**src/rtl/dbg_print_arb.sv**
```systemverilog
// Round-robin arbiter that prints one requester value per message as "<id>:0x<hex>[\n]"; DBG_PRINT_TS_EN adds a "t=<ts> " prefix.
// First char 1 cycle after accept; out_valid/out_char hold until out_ready, and requests wait (req_ready=0) while busy.
module dbg_print_arb #(
   parameter int NUM_REQ = 4,
   parameter int DATA_W  = 32,
   parameter int TS_W    = 16
) (
   input  logic                      clk,
   input  logic                      rst_n,
   input  logic [NUM_REQ-1:0]        req_valid,
   output logic [NUM_REQ-1:0]        req_ready,
   input  logic [NUM_REQ*DATA_W-1:0] req_data,
   input  logic [NUM_REQ-1:0]        req_nl,
   output logic                      out_valid,
   input  logic                      out_ready,
   output logic [7:0]                out_char,
   output logic                      busy
);

   localparam int IDW  = (NUM_REQ > 1) ? $clog2(NUM_REQ) : 1;
   localparam int HN   = DATA_W / 4;
   localparam int TN   = TS_W / 4;
   localparam int MAXC = (TN + 3 > HN) ? TN + 3 : HN;
   localparam int IW   = $clog2(MAXC + 1);

   localparam logic [2:0] ST_IDLE = 3'd0;
   localparam logic [2:0] ST_ID   = 3'd2;
   localparam logic [2:0] ST_PFX  = 3'd3;
   localparam logic [2:0] ST_HEX  = 3'd4;
   localparam logic [2:0] ST_NL   = 3'd5;
`ifdef DBG_PRINT_TS_EN
   localparam logic [2:0] ST_TS   = 3'd1;
`endif

   typedef struct packed {
      logic [DATA_W-1:0] dat;
      logic              nl;
      logic [IDW-1:0]    id;
   } msg_t;

   msg_t           msg;
   logic [2:0]     state, nxt;
   logic [IW-1:0]  idx;
   logic [IDW-1:0] ptr, win;
   logic           found, last;
   logic [NUM_REQ-1:0] grant;
`ifdef DBG_PRINT_TS_EN
   logic [TS_W-1:0] ts_cnt, ts_cap;
`endif

   function automatic logic [7:0] hexc(input logic [3:0] n);
      return (n < 4'd10) ? {4'h3, n} : 8'h57 + {4'h0, n};
   endfunction

   // Search starts at ptr and wraps; first valid requester wins.
   always_comb begin : arb
      int j;
      j     = 0;
      win   = '0;
      found = 1'b0;
      for (int k = 0; k < NUM_REQ; k++) begin
         j = int'(ptr) + k;
         if (j >= NUM_REQ) j = j - NUM_REQ;
         if (!found && req_valid[j]) begin
            found = 1'b1;
            win   = IDW'(j);
         end
      end
      grant     = found ? (NUM_REQ'(1) << win) : '0;
      req_ready = (rst_n && state == ST_IDLE) ? grant : '0;
   end

   assign out_valid = (state != ST_IDLE);
   assign busy      = out_valid | (|req_ready);

   always_comb begin : fmt
      out_char = 8'h00;
      case (state)
`ifdef DBG_PRINT_TS_EN
         ST_TS: begin
            if (idx == IW'(0))           out_char = 8'h74;
            else if (idx == IW'(1))      out_char = 8'h3d;
            else if (idx == IW'(TN + 2)) out_char = 8'h20;
            else begin
               for (int d = 0; d < TN; d++)
                  if (idx == IW'(d + 2)) out_char = hexc(ts_cap[4*(TN-1-d) +: 4]);
            end
         end
`endif
         ST_ID:  out_char = (idx == '0) ? hexc(4'(msg.id)) : 8'h3a;
         ST_PFX: out_char = (idx == '0) ? 8'h30 : 8'h78;
         ST_HEX: begin
            for (int d = 0; d < HN; d++)
               if (idx == IW'(d)) out_char = hexc(msg.dat[4*(HN-1-d) +: 4]);
         end
         ST_NL:  out_char = 8'h0a;
         default: out_char = 8'h00;
      endcase
   end

   always_comb begin : seq
      last = 1'b0;
      nxt  = ST_IDLE;
      case (state)
`ifdef DBG_PRINT_TS_EN
         ST_TS:  begin last = (idx == IW'(TN + 2)); nxt = ST_ID; end
`endif
         ST_ID:  begin last = (idx == IW'(1)); nxt = ST_PFX; end
         ST_PFX: begin last = (idx == IW'(1)); nxt = ST_HEX; end
         ST_HEX: begin last = (idx == IW'(HN - 1)); nxt = msg.nl ? ST_NL : ST_IDLE; end
         ST_NL:  begin last = 1'b1; nxt = ST_IDLE; end
         default: begin last = 1'b0; nxt = ST_IDLE; end
      endcase
   end

   always_ff @(posedge clk) begin
      if (!rst_n) begin
         state <= ST_IDLE;
         idx   <= '0;
         ptr   <= '0;
         msg   <= '0;
`ifdef DBG_PRINT_TS_EN
         ts_cnt <= '0;
         ts_cap <= '0;
`endif
      end else begin
`ifdef DBG_PRINT_TS_EN
         ts_cnt <= ts_cnt + 1'b1;
`endif
         if (state == ST_IDLE) begin
            if (found) begin
               msg.dat <= req_data[win*DATA_W +: DATA_W];
               msg.nl  <= req_nl[win];
               msg.id  <= win;
               ptr     <= (win == IDW'(NUM_REQ - 1)) ? '0 : win + 1'b1;
               idx     <= '0;
`ifdef DBG_PRINT_TS_EN
               ts_cap  <= ts_cnt;
               state   <= ST_TS;
`else
               state   <= ST_ID;
`endif
            end
         end else if (out_ready) begin
            if (last) begin
               idx   <= '0;
               state <= nxt;
            end else begin
               idx <= idx + 1'b1;
            end
         end
      end
   end

endmodule

```
**config.mk**
```make
export PLATFORM = sky130hd
export DESIGN_NAME = dbg_print_arb
export DESIGN_NICKNAME = d
export VERILOG_FILES = /design/src/rtl/dbg_print_arb.sv
export SDC_FILE = /design/constraint.sdc
export NUM_CORES = 1
export LEC_CHECK = 0
export CORE_ASPECT_RATIO = 1.4
export CORE_MARGIN = 2
export CORE_UTILIZATION = 40
export DETAILED_ROUTE_END_ITERATION = 12
export GPL_TIMING_DRIVEN = 0
export PLACE_DENSITY = 0.86
export SKIP_LAST_GASP = 1
export SYNTH_ARGS = -nofsm -noshare
export SYNTH_HDL_FRONTEND = slang
export SYNTH_SLANG_ARGS = --single-unit
export TNS_END_PERCENT = 20
```
**constraint.sdc**
```tcl
create_clock -name clk -period 2.4 [get_ports clk]
set_input_delay 0.6 -clock clk [delete_from_list [all_inputs] [get_ports clk]]
set_output_delay 0.6 -clock clk [all_outputs]
set_load 0.02 [all_outputs]
```
# Word level (Yosys, flattened, before mapping)
# Cells that the tools add are included.
# op_classes
n_lt_le_gt_ge,18
bitwise,1
eq_ne,13
n_reduce_logical,17
n_shift,2
mul,0
addsub,18
n_div,0
n_mux,60
# op_table
op,count
8-bit 2-to-1 mux,18
"32-bit by 4-bit less-than comparator with 1-bit output, second input constant",4
32-bit 2-to-1 mux,4
128-bit by 8-bit indexed part select with 32-bit output,1
"7-bit by 4-bit adder with 8-bit output, first input constant",8
"4-bit less-than comparator, second input constant",8
8-bit case mux with 4 select lines,1
4-bit 2-to-1 mux,6
"4-bit by 3-bit equality test with 1-bit output, second input constant",4
3-bit 2-to-1 mux,5
1-bit 2-to-1 mux,13
"3-bit by 3-bit subtractor with 4-bit output, second input constant",3
1-bit binary-select mux with 2-bit select,5
2-bit 2-to-1 mux,5
"3-bit greater-or-equal comparator, second input constant",3
3-bit case mux with 3 select lines,1
"7-bit by 2-bit adder with 8-bit output, first input constant",1
"4-bit by 2-bit equality test with 1-bit output, second input constant",2
7-bit 2-to-1 mux,1
"2-bit by 2-bit adder with 3-bit output, second input constant",2
"3-bit by 2-bit equality test with 1-bit output, second input constant",2
"3-bit equality test, second input constant",2
"4-bit by 1-bit adder with 4-bit output, second input constant",1
"4-bit by 1-bit equality test with 1-bit output, second input constant",1
21 further kinds,28
# word_totals
romBits,0
latch_bits,0
in_bits,139
mem_bits_rw,0
wordCells,135
register_bits,44
out_inout_bits,14
memories,0

# Logic depth before layout (Yosys ltp)
# Gate-level depths: netlist of the first run.
# logic_depth
depth_word,20
ltp_mapped,8
depth_no_buf,7

# Worst setup path after synthesis of the first run
# OpenSTA, ideal clock, no wires.
# synth_path
path_type,input to output
startpoint,input port req_valid[2]
endpoint,output port busy
cell_stages,8
n_path_buf,1
required_ns,1.800
arrival_ns,2.103
slack_ns,-0.303
cell_sequence,mux2i_1 o22ai_1 nor2_2 buf_2 inv_1 ha_1 o41ai_1 o21ai_0
# synth_between
elab_chain_len,18
elab_cells_between_ends,31
cone_classes,1 x shift; 22 x mux; 1 x bitwise; 7 x reduce/logical
# synth_rtl
element,line_no,rtl
from (decl),10,"input logic [NUM_REQ-1:0] req_valid,"
1-bit binary-select mux with 2-bit select,64,if (!found && req_valid[j]) begin
1-bit 2-to-1 mux (not written as such) (2 in a row),64,
1-bit 2-to-1 mux,64,
1-bit zero test,64,
1-bit logical AND,64,
1-bit 2-to-1 mux,64,
1-bit zero test,64,
1-bit logical AND,64,
(+2 left out),--,
1-bit logical AND,64,
2-bit 2-to-1 mux *,64,
named net win[0],44,"logic [IDW-1:0] ptr, win;"
1-bit by 2-bit left shift with 4-bit output *,69,grant = found ? (NUM_REQ'(1) << win) : '0;
4-bit 2-to-1 mux *,69,
4-bit 2-to-1 mux *,70,req_ready = (rst_n && state == ST_IDLE) ? grant : '0;
4-bit OR reduction *,74,assign busy = out_valid | (|req_ready);
1-bit OR *,74,
to (decl),17,output logic busy
# The timed path passes the listed nets; every way through them passes the cells marked *. The select of a mux whose other input is x is not followed.

# Final worst setup path of the first run
# layout_path
startpoint,register idx[0]
endpoint,output port out_char[5]
# layout_between
elab_chain_len,10
elab_cells_between_ends,18
cone_classes,7 x eq/ne; 10 x mux; 1 x reduce/logical
# layout_rtl
element,line_no,rtl
from (decl),43,logic [IW-1:0] idx;
from (signal assigned),149,idx <= idx + 1'b1;
4-bit zero test,"90, 94",
8-bit 2-to-1 mux (8 in a row),94,if (idx == IW'(d)) out_char = hexc(msg.dat[4*(HN-1-d) +: 4]);
8-bit case mux with 4 select lines *,78,case (state)
to (decl),16,"output logic [7:0] out_char,"
# Mark *: on every way between the ends. The rest lies on a longest branch, timed or not.

==> run metrics, run 1 <==
first-iteration detailed-routing DRC count=385; f_max=approximately 340 MHz; initial antenna violation count=0; non-filler instance count after layout=about 820; Pleak=approximately 2.4 nW; core area=between 0.009 and 0.01 sq mm; CP required=between 1500 and 2000 ps; Vias per Instance=a little under 6; final worst slack=-500.7 ps; peak supply drop=0.2745 mV; clk sinks=44; Syn Std Cell Area=0.004064 sq mm; Hold Path Stages=2; Post-Route WL=14980 um; pin count of the biggest net entering global routing=15; pre-CTS setup slack=-1375 ps; vias=about 4700; final period utilization=120.9%; syn_area_per_cell=about 8 sq um; # IOs=between 150 and 200; input/output buffers=150; FP Rows=43; min-delay src=msg[27]; Pwr Density=about 450 mW/mm^2; drt drc=0; Seq cells post-synth=44; area share of the largest cell type after synthesis=about 22%; HPWL after detailed placement=11700 um; vias in the first global route=about 4700; reg2reg end=idx[3]; grt ovf=0; Finish-stage setup viols=13; Seq/Total Area, Yosys=between 20% and 30%; H-tree depth=2; GPL Wtd Cong=0.9232; Startpoint Class=flop; Routed WL per cell=roughly 18 um; R2R depth=8; Setup CP Type=flop to primary output; Syn. warnings=0; CTS tree=yes; combinational share of power=between 30% and 40%; Post-synth top flop=dfxtp_1; synth top area cells=dfxtp_1 22%, mux2i_1 17%, o221ai_1 7.1%; ys async rst share=0%; Internal Power=about 0.0019 W; post-route ant nets=0; NetSw=0.0009184 W; reg2reg start=idx[0]; Final Hold Viols=0; antenna diode count=0; Die Wd=89.19 um; clock root buffer=clkbuf_16; Clk pwr share=28.9%; Sequential Power Share=32.5%; Worst Hold Path EP=msg[27]; Synth Instances=506; Max Cap Viol=0; CTS Buffer Depth=2; clk_lat worst skew=between 200 and 300 ps; violated checks=negative setup slack; count leader, synth=mux2i_1; post-placement cell count=791; status=finished, violations left; Final Power=roughly 0.0028 W; clock transition at the registers of the reported paths=60 ps; Worst Hold Class=flop to flop; r2r setup slk=about 300 ps; Fin Clk Skew=about 6.4 ps; GRT Total Usage=a little over a quarter; syn_nets=661; P&R area growth vs syn=55.70%; number of buffers created by CTS=5; Finished Core Util=around 64%; Worst-Margin Slew=601.1 ps; layout cells sized above 1=approximately 17%; slew margin rel.=between 50 and 60%; CP max FO=7; final max-slew violation count=0; worst path arrival time=between 2000 and 2500 ps; fin nets=roughly 830; EDFF count, synth=0; Period minus WS final=between 2000 and 3000 ps; area leader, netlist=dfxtp_1; Synth cell types=65; first-pass GRT wire length=approximately 22000 um; Die ar.=roughly 0.011 sq mm; hold slack final=just under 500 ps; Die H=123.3 um; starting density of the core=41.05%; TritonRoute pass-1 iters=5; switching share of total power=around 32%; top cells by count, synth=69 x mux2i_1, 44 x dfxtp_1, 41 x nand3_1; RSZ-0062 raised after global routing=yes; endpoint class of the critical path=primary output
## power by group through the flow
stage / sequential, W / clock, W / combinational [W]
after floorplan: 0.000890 / 0 / 0.000616
after global placement: 0.000920 / 0 / 0.000988
after detailed placement: 0.000927 / 0 / 0.00101
after CTS: 0.000912 / 0.000822 / 0.00106
after global routing: 0.000928 / 0.000854 / 0.00118
final: 0.000919 / 0.000818 / 0.00109
## cells by family after synthesis
| family | count (synthesis) | share of synthesized area, % |
|---|---|---|
| flops | 44 | 21.67 |
| buf+inv | 66 | 7.635 |
| fa+ha+maj | 16 | 4.926 |
| xor+xnor | 8 | 1.724 |
| simple gates | 154 | 21.77 |
| compound gates | 148 | 25.18 |
| other cells | 1 | 0.09228 |
| mux | 69 | 17.00 |
## registers in the layout, summed over array words and instances, names as in the netlist
signal  flops
ptr         2
state       3
msg        35
idx         4
## what timing repair did
action | 4_1_cts | 5_1_grt
hold buffers | 0 | 0
pin swaps | 16 | 6
setup endpoints to repair | 17 | 13
setup buffers | 13 | 5
resized for setup | 98 | 20
## worst max-delay path by stage
| stage | startpoint | to | slack (ps) | depth (start not counted) |
|---|---|---|---|---|
| 2_1_floorplan | idx[1] | out_char[1] | -60 | 8 |
| 3_3_place_gp | req_valid[0] | busy | -1290 | 10 |
| 3_5_place_dp | req_valid[0] | busy | -1380 | 10 |
| 4_1_cts | idx[0] | out_char[1] | -370 | 8 |
| 5_1_grt | idx[0] | out_char[5] | -480 | 6 |
| 6_report | idx[0] | out_char[5] | -500 | 6 |
## final cells by class
type,instances,area (sq um)
buffer,38,257.7
clock buffer,6,138.9
clock inverter,2,38.79
fill,858,3572
inverter,26,97.59
multi-input combinational,396,3104
sequential,44,892.1
tap,135,168.9
timing repair buffer,168,1629
## layer usage
metal	part of all wire (%)	vias up	track usage, %
li1	-	2268	-
met1	38	2252	29.86
met4	2.9	0	9.049
met5	0	-	0
met3	4.7	33	3.204
met2	55	192	48.29
## metrics by stage
stage	TNS, ps	instance area, sq um
CTS	-4106	6185
global placement	-17250	5808
detailed placement	-20500	5808
global route	-5208	6327
floorplan	-104.5	4138
finish	-4558	6327
## critical path: stages (launching register included)
cell and delay, ps:
dfxtp_4 380, ha_4 170, buf_4 170, buf_4 160
o41ai_1 540, o21ai_0 230, dlygate4sd2_1 370
## cell usage in the layout (no fill, tap or decap), drive strengths merged, types with 7 or more instances in the layout
master / count
o221ai: 33
inv: 26
clkbuf: 19
buf: 52
dfxtp: 44
mux2i: 69
nand2: 29
o21ai: 28
clkdlybuf4s50: 134
nor2b: 9
xnor2: 8
ha: 16
a21oi: 37
nor2: 16
nand3: 43
nor3: 7
No activity file was read; power rests on OpenSTA's default activity.
==> inputs of run 2 (changes only) <==
--- a/config.mk
+++ b/config.mk
@@ -10,7 +10,7 @@
 export CORE_UTILIZATION = 40
 export DETAILED_ROUTE_END_ITERATION = 12
 export GPL_TIMING_DRIVEN = 0
-export PLACE_DENSITY = 0.86
+export PLACE_DENSITY = 0.8
 export SKIP_LAST_GASP = 1
 export SYNTH_ARGS = -nofsm -noshare
 export SYNTH_HDL_FRONTEND = slang
==> run 2 against run 1 <==
  * The flow still finishes with violations (negative setup slack)
  * Global-route usage down 0.062 points
  * Die area unchanged
  * Sequential share of layout area up 0.19 points
  * Flip-flop and latch count unchanged
  * Routed wire length down 3.4%
  * Critical path depth up 2
==> run metrics, run 2 (synthesis results as in run 1) <==
status=finished, violations left; violated checks=negative setup slack; Most flops, register=msg; Fin Clk Skew=4.622 ps (-1.817 ps); peak supply drop=0.3631 mV (+32%); GRT Total Usage=25.95% (-0.062 points); hold slack final=456.9 ps (-30.61 ps); pin count of the biggest net entering global routing=15 (unchanged); Pwr Density=448.5 mW/mm^2 (+0.36%); layout cells sized above 1=16.67% (-0.25 points); clk_lat worst skew=290 ps (about the same); Sequential Power Share=32.6% (about the same); H-tree depth=2 (unchanged); reg2reg start=idx[0]; drt drc=0 (unchanged); NetSw=0.0009027 W (-1.7%); GPL Wtd Cong=0.8862 (-4.0%); Pleak=2.344 nW (-1.7%); reg2reg end=idx[3]; starting density of the core=41.05% (unchanged); TritonRoute pass-1 iters=5 (unchanged); slew margin rel.=60.21% (+0.29 points); Setup CP Type=flop to primary output; post-placement cell count=791 (unchanged); # IOs=153 (unchanged); filler cell count=884 (+3.0%); P&R area growth vs syn=53.60%; post-route ant nets=0 (unchanged); Internal Power=0.001897 W (-0.65%); combinational share of power=38.3% (-0.3 points); grt ovf=0 (unchanged); CTS Buffer Depth=2 (unchanged); Max Cap Viol=0 (unchanged); clk sinks=44 (unchanged); FP Rows=43 (unchanged); Worst-Margin Slew=596.8 ps (-4.280 ps); vias in the first global route=4694 (-0.82%); Finished Core Util=63.06% (-0.86 points); Finish-stage setup viols=12 (-1); CP max FO=5 (-2); Die Wd=89.19 um (unchanged); Vias per Instance=5.803 (-0.33%); endpoint class of the critical path=primary output; r2r setup slk=310 ps (about the same); max reg flops=35 (unchanged); Buf+Inv Stages, Crit Path=2 (-1); core area=0.009899 sq mm (unchanged); non-filler instance count after layout=807 (-0.98%); clock transition at the registers of the reported paths=60 ps (about the same); worst path arrival time=2250 ps (-50 ps); number of buffers created by CTS=5 (unchanged); CTS tree=yes; Worst Hold Class=flop to flop; Top delay family on crit path=compound AO/OA/AOI/OAI gates; Post-Route WL=14470 um (-3.4%); Worst Hold Path EP=msg[1]; Die H=123.3 um (unchanged); f_max=351.4 MHz (+1.9%); most frequent cells in the layout=134 x clkdlybuf4s50_1, 68 x mux2i_1, 40 x nand3_1; commonest non-fill, non-tap cell in the layout=clkdlybuf4s50_1; Top Registers=msg x35, idx x4, state x3; Die ar.=0.01099 sq mm (unchanged); Hold Path Stages=2 (unchanged); CP max-delay cell=dfxtp_4; Largest stage delay, worst path=380 ps (-160 ps); vias=4683 (-1.3%); fin nets=826 (-0.96%); first-pass GRT wire length=22310 um (-0.74%); final worst slack=-445.6 ps (+55.12 ps); Final Power=0.002799 W (-0.99%); Final Hold Viols=0 (unchanged); HPWL after detailed placement=11610 um (-0.82%); final max-slew violation count=0 (unchanged); CP required=1800 ps (about the same); R2R depth=8 (unchanged); Startpoint Class=flop; first-iteration detailed-routing DRC count=291 (-24%); final period utilization=118.6% (-2.3 points); switching share of total power=32.25% (-0.24 points); input/output buffers=150 (unchanged); initial antenna violation count=0 (unchanged); Period minus WS final=2846 ps (-55.12 ps); RSZ-0062 raised after global routing=yes; antenna diode count=0 (unchanged); Routed WL per cell=17.93 um (-2.4%); crit path cell chain=ha_4 > or3b_1 > clkbuf_8 > a211o_1 > o21ai_2 > a21oi_2 > o41ai_4 > buf_4; CTS hold repair buffers=0 (unchanged); clock root buffer=clkbuf_16; Clk pwr share=29.2% (+0.3 points); min-delay src=msg[1]
==> run 2: worst max-delay path by stage <==
| stage | startpoint | endpoint | cells after the start |
|---|---|---|---|
| global placement | req_valid[0] | busy | 10 |
| detailed placement | req_valid[0] | busy | 10 |
| CTS | idx[0] | out_char[1] | 8 |
| global route | idx[1] | out_char[1] | 8 |
| finish | idx[1] | out_char[1] | 8 |
| floorplan | idx[1] | out_char[1] | 8 |
==> run 2: worst reg2reg max path, delay by kind of cell (launching register included) <==
kind,cells,cell delay [ps]
adder cells (fa/ha/maj),1,170
flip-flops,1,370
AND/OR/NAND/NOR,2,330
buffers and inverters,2,320
AO/OA/AOI/OAI,3,790
==> run 2: area by class of cell <==
class                           count  area [sq um]  area share (%)
Clock buffer                        6         138.9           2.225
Tap cell                          135         168.9           2.706
Multi-Input combinational cell    396          3090           49.51
Timing Repair Buffer              160          1551           24.85
Inverter                           26         97.59           1.563
Sequential cell                    44         892.1           14.29
Buffer                             38         264.0           4.229
Clock inverter                      2         38.79          0.6214
==> run 2: power by group through the flow <==
| stage | Combinational (W) | Sequential, W | Clock [W] |
|---|---|---|---|
| final | 0.00107 | 0.000912 | 0.000816 |
| after floorplan | 0.000616 | 0.000890 | 0 |
| after detailed placement | 0.00102 | 0.000923 | 0 |
| after global placement | 0.000996 | 0.000917 | 0 |
| after CTS | 0.00106 | 0.000908 | 0.000821 |
| after global routing | 0.00116 | 0.000925 | 0.000851 |
==> run 2: metrics by stage <==
stage	setup WS (ps)	instance area (sq um)	TNS, ps
2_1_floorplan	-56.38	4138	-104.5
3_3_place_gp	-1258	5808	-16440
3_5_place_dp	-1353	5808	-20090
4_1_cts	-381.1	6197	-4162
5_1_grt	-463.8	6242	-4847
6_report	-445.6	6242	-3913
==> run 2: routing by layer <==
layer	wire, um	part of all wire, %	GRT usage (%)
met4	522	3.6	11.38
met2	7784	54	46.85
met3	640	4.4	3.672
met5	0	0	0
met1	5525	38	29.62
==> run 2: repair_timing <==
action | in CTS | in global routing
endpoints found under the setup margin | 13 | 13
pin swaps | 13 | 8
endpoints found under the hold margin | 0 | 0
buffers inserted | 10 | 0
resized for setup | 101 | 19
==> inputs of run 3 (changes only) <==
--- a/config.mk
+++ b/config.mk
@@ -15,4 +15,3 @@
 export SYNTH_ARGS = -nofsm -noshare
 export SYNTH_HDL_FRONTEND = slang
 export SYNTH_SLANG_ARGS = --single-unit
-export TNS_END_PERCENT = 20
==> run 3 against run 2 <==
  * The run still ends with negative setup slack left
  * Worst setup slack improved by 16 ps
  * Register-to-register slack barely moved
  * First-iteration DRC count rose by 16%
  * Die area did not move
  * Clock power barely moved
  * Sequential share of layout area fell by 0.47 points
  * Flip-flop and latch count did not move
  * Hold slack improved by 19 ps
  * Via count rose by 2.3%
  * Largest power group unchanged
==> run metrics, run 3 (synthesis results as in run 1) <==
status=finished, violations left; violated checks=negative setup slack; Fin Clk Skew=4.833 ps (+0.2115 ps); Die ar.=0.01099 sq mm (unchanged); clock transition at the registers of the reported paths=60 ps (about the same); starting density of the core=41.05% (unchanged); Most flops, register=msg; clock root buffer=clkbuf_16; vias in the first global route=4720 (+0.55%); P&R area growth vs syn=59.27%; # IOs=153 (unchanged); R2R depth=8 (unchanged); drt drc=0 (unchanged); Vias per Instance=5.855 (+0.89%); CP required=1800 ps (about the same); Finish-stage setup viols=12 (unchanged); reg2reg start=ptr[1]; Top Registers=msg x35, idx x4, state x3; GPL Wtd Cong=0.8862 (unchanged); antenna diode count=0 (unchanged); design area=0.006472 sq mm (+3.7%); CTS tree=yes; input/output buffers=150 (unchanged); endpoint class of the critical path=primary output; H-tree depth=2 (unchanged); r2r setup slk=320 ps (about the same); number of buffers created by CTS=5 (unchanged); Sequential Power Share=31.7% (-0.9 points); first-pass GRT wire length=22590 um (+1.2%); commonest non-fill, non-tap cell in the layout=clkdlybuf4s50_1; Routed WL per cell=18.51 um (+3.2%); max reg flops=35 (unchanged); Post-DP Area=0.005808 sq mm (unchanged); fin nets=837 (+1.3%); layout cells sized above 1=20.06% (+3.4 points); HPWL after detailed placement=11610 um (unchanged); Die Wd=89.19 um (unchanged); Final Hold Viols=0 (unchanged); Internal Power=0.001943 W (+2.5%); clk sinks=44 (unchanged); core area=0.009899 sq mm (unchanged); initial antenna violation count=0 (unchanged); RSZ-0062 raised after global routing=yes; Clk pwr share=28.3% (-0.9 points); pin count of the biggest net entering global routing=15 (unchanged); Period minus WS final=2829 ps (-16.40 ps); clk_lat worst skew=290 ps (about the same); TritonRoute pass-1 iters=8 (+3); critical path startpoint=idx[1]; Max Cap Viol=0 (unchanged); Die H=123.3 um (unchanged); first-iteration detailed-routing DRC count=339 (+16%); Worst-Margin Slew=606.0 ps (+9.239 ps); setup TNS=-2598 ps (+1315 ps); f_max=353.5 MHz (+0.58%); final period utilization=117.9% (-0.68 points); peak supply drop=0.3675 mV (+1.2%); CP max FO=5 (unchanged); reg2reg end=msg[3]; final max-slew violation count=0 (unchanged); Pleak=2.420 nW (+3.2%); non-filler instance count after layout=818 (+1.4%); Worst Hold Class=flop to flop; grt ovf=0 (unchanged); Setup crit end=out_char[1]; Post-Route WL=15140 um (+4.6%); FP Rows=43 (unchanged); slew margin rel.=59.17% (-1.0 points); CTS hold repair buffers=0 (unchanged); Setup CP Type=flop to primary output; switching share of total power=32.66% (+0.42 points); most frequent cells in the layout=134 x clkdlybuf4s50_1, 67 x mux2i_1, 40 x nand3_1; NetSw=0.0009427 W (+4.4%); Pwr Density=445.9 mW/mm^2 (-0.57%); combinational share of power=40.0% (+1.7 points); post-placement cell count=791 (unchanged); GRT Total Usage=26.27% (+0.32 points); Startpoint Class=flop; post-route ant nets=0 (unchanged); final worst slack=-429.2 ps (+16.40 ps); worst path arrival time=2230 ps (-20 ps); CTS Buffer Depth=2 (unchanged); vias=4789 (+2.3%)
[run 3: cell count changes in the layout (fill, tap and decap cells not counted), sizes merged]
| cell | before | now |
|---|---|---|
| buf | 43 | 61 |
| clkdlybuf4s15 | 4 | 0 |
| dlygate4sd2 | 2 | 0 |
| clkbuf | 21 | 20 |
[run 3: worst max-delay path, cell delays in order (launching register included)]
cell	delay, ps
dfxtp_4	380
ha_4	130
or3b_1	350
clkbuf_8	170
a211o_1	300
o21ai_2	80
a21oi_2	70
o41ai_4	240
buf_4	210
[run 3: power groups by stage]
stage,clock [W],sequential [W],combinational [W]
after detailed placement,0,0.000923,0.00102
final,0.000817,0.000915,0.00115
after CTS,0.000821,0.000908,0.00108
after global placement,0,0.000917,0.000996
after global routing,0.000851,0.000927,0.00124
after floorplan,0,0.000890,0.000616
[run 3: layout make-up]
class,instances,area [sq um]
fill,847,3427
multi-input combinational,396,3227
timing repair buffer,172,1652
sequential,44,894.6
buffer,37,250.2
tap,135,168.9
clock buffer,6,138.9
inverter,26,102.6
clock inverter,2,38.79
[run 3: per-layer routing]
layer  global-route usage, %  vias to the layer above  share of wire [%]
li1                        -                     2276                  -
met1                   30.14                     2282                 38
met2                   47.87                      195                 54
met3                   3.271                       36                4.3
met4                   10.91                        0                3.5
met5                       0                        -                  0
[run 3: through the flow]
| stage | util (%) | hold WS (ps) | total power [W] | setup WS, ps |
|---|---|---|---|---|
| after global placement | 58.67 | 447.5 | 0.001913 | -1258 |
| after global routing | 65.38 | 487.7 | 0.003018 | -457.9 |
| final | 65.38 | 475.5 | 0.002886 | -429.2 |
| after CTS | 63.23 | 456.3 | 0.002812 | -381.1 |
| after floorplan | - | 436.3 | 0.001506 | -56.38 |
| after detailed placement | 58.67 | 447.2 | 0.001941 | -1353 |
[run 3: worst min-delay path by stage]
stage | cells after the start | to | start | slack (ps)
2_1_floorplan | 2 | msg[0] | msg[0] | 440
3_3_place_gp | 2 | msg[0] | msg[0] | 450
3_5_place_dp | 2 | msg[1] | msg[1] | 450
4_1_cts | 2 | msg[1] | msg[1] | 460
5_1_grt | 2 | msg[1] | msg[1] | 490
6_report | 2 | msg[0] | msg[0] | 480
[run 3: repair_timing]
action	in CTS	in global routing
setup endpoints to repair	13	13
resized for setup	135	38
setup buffers	15	7
pin swaps	18	15
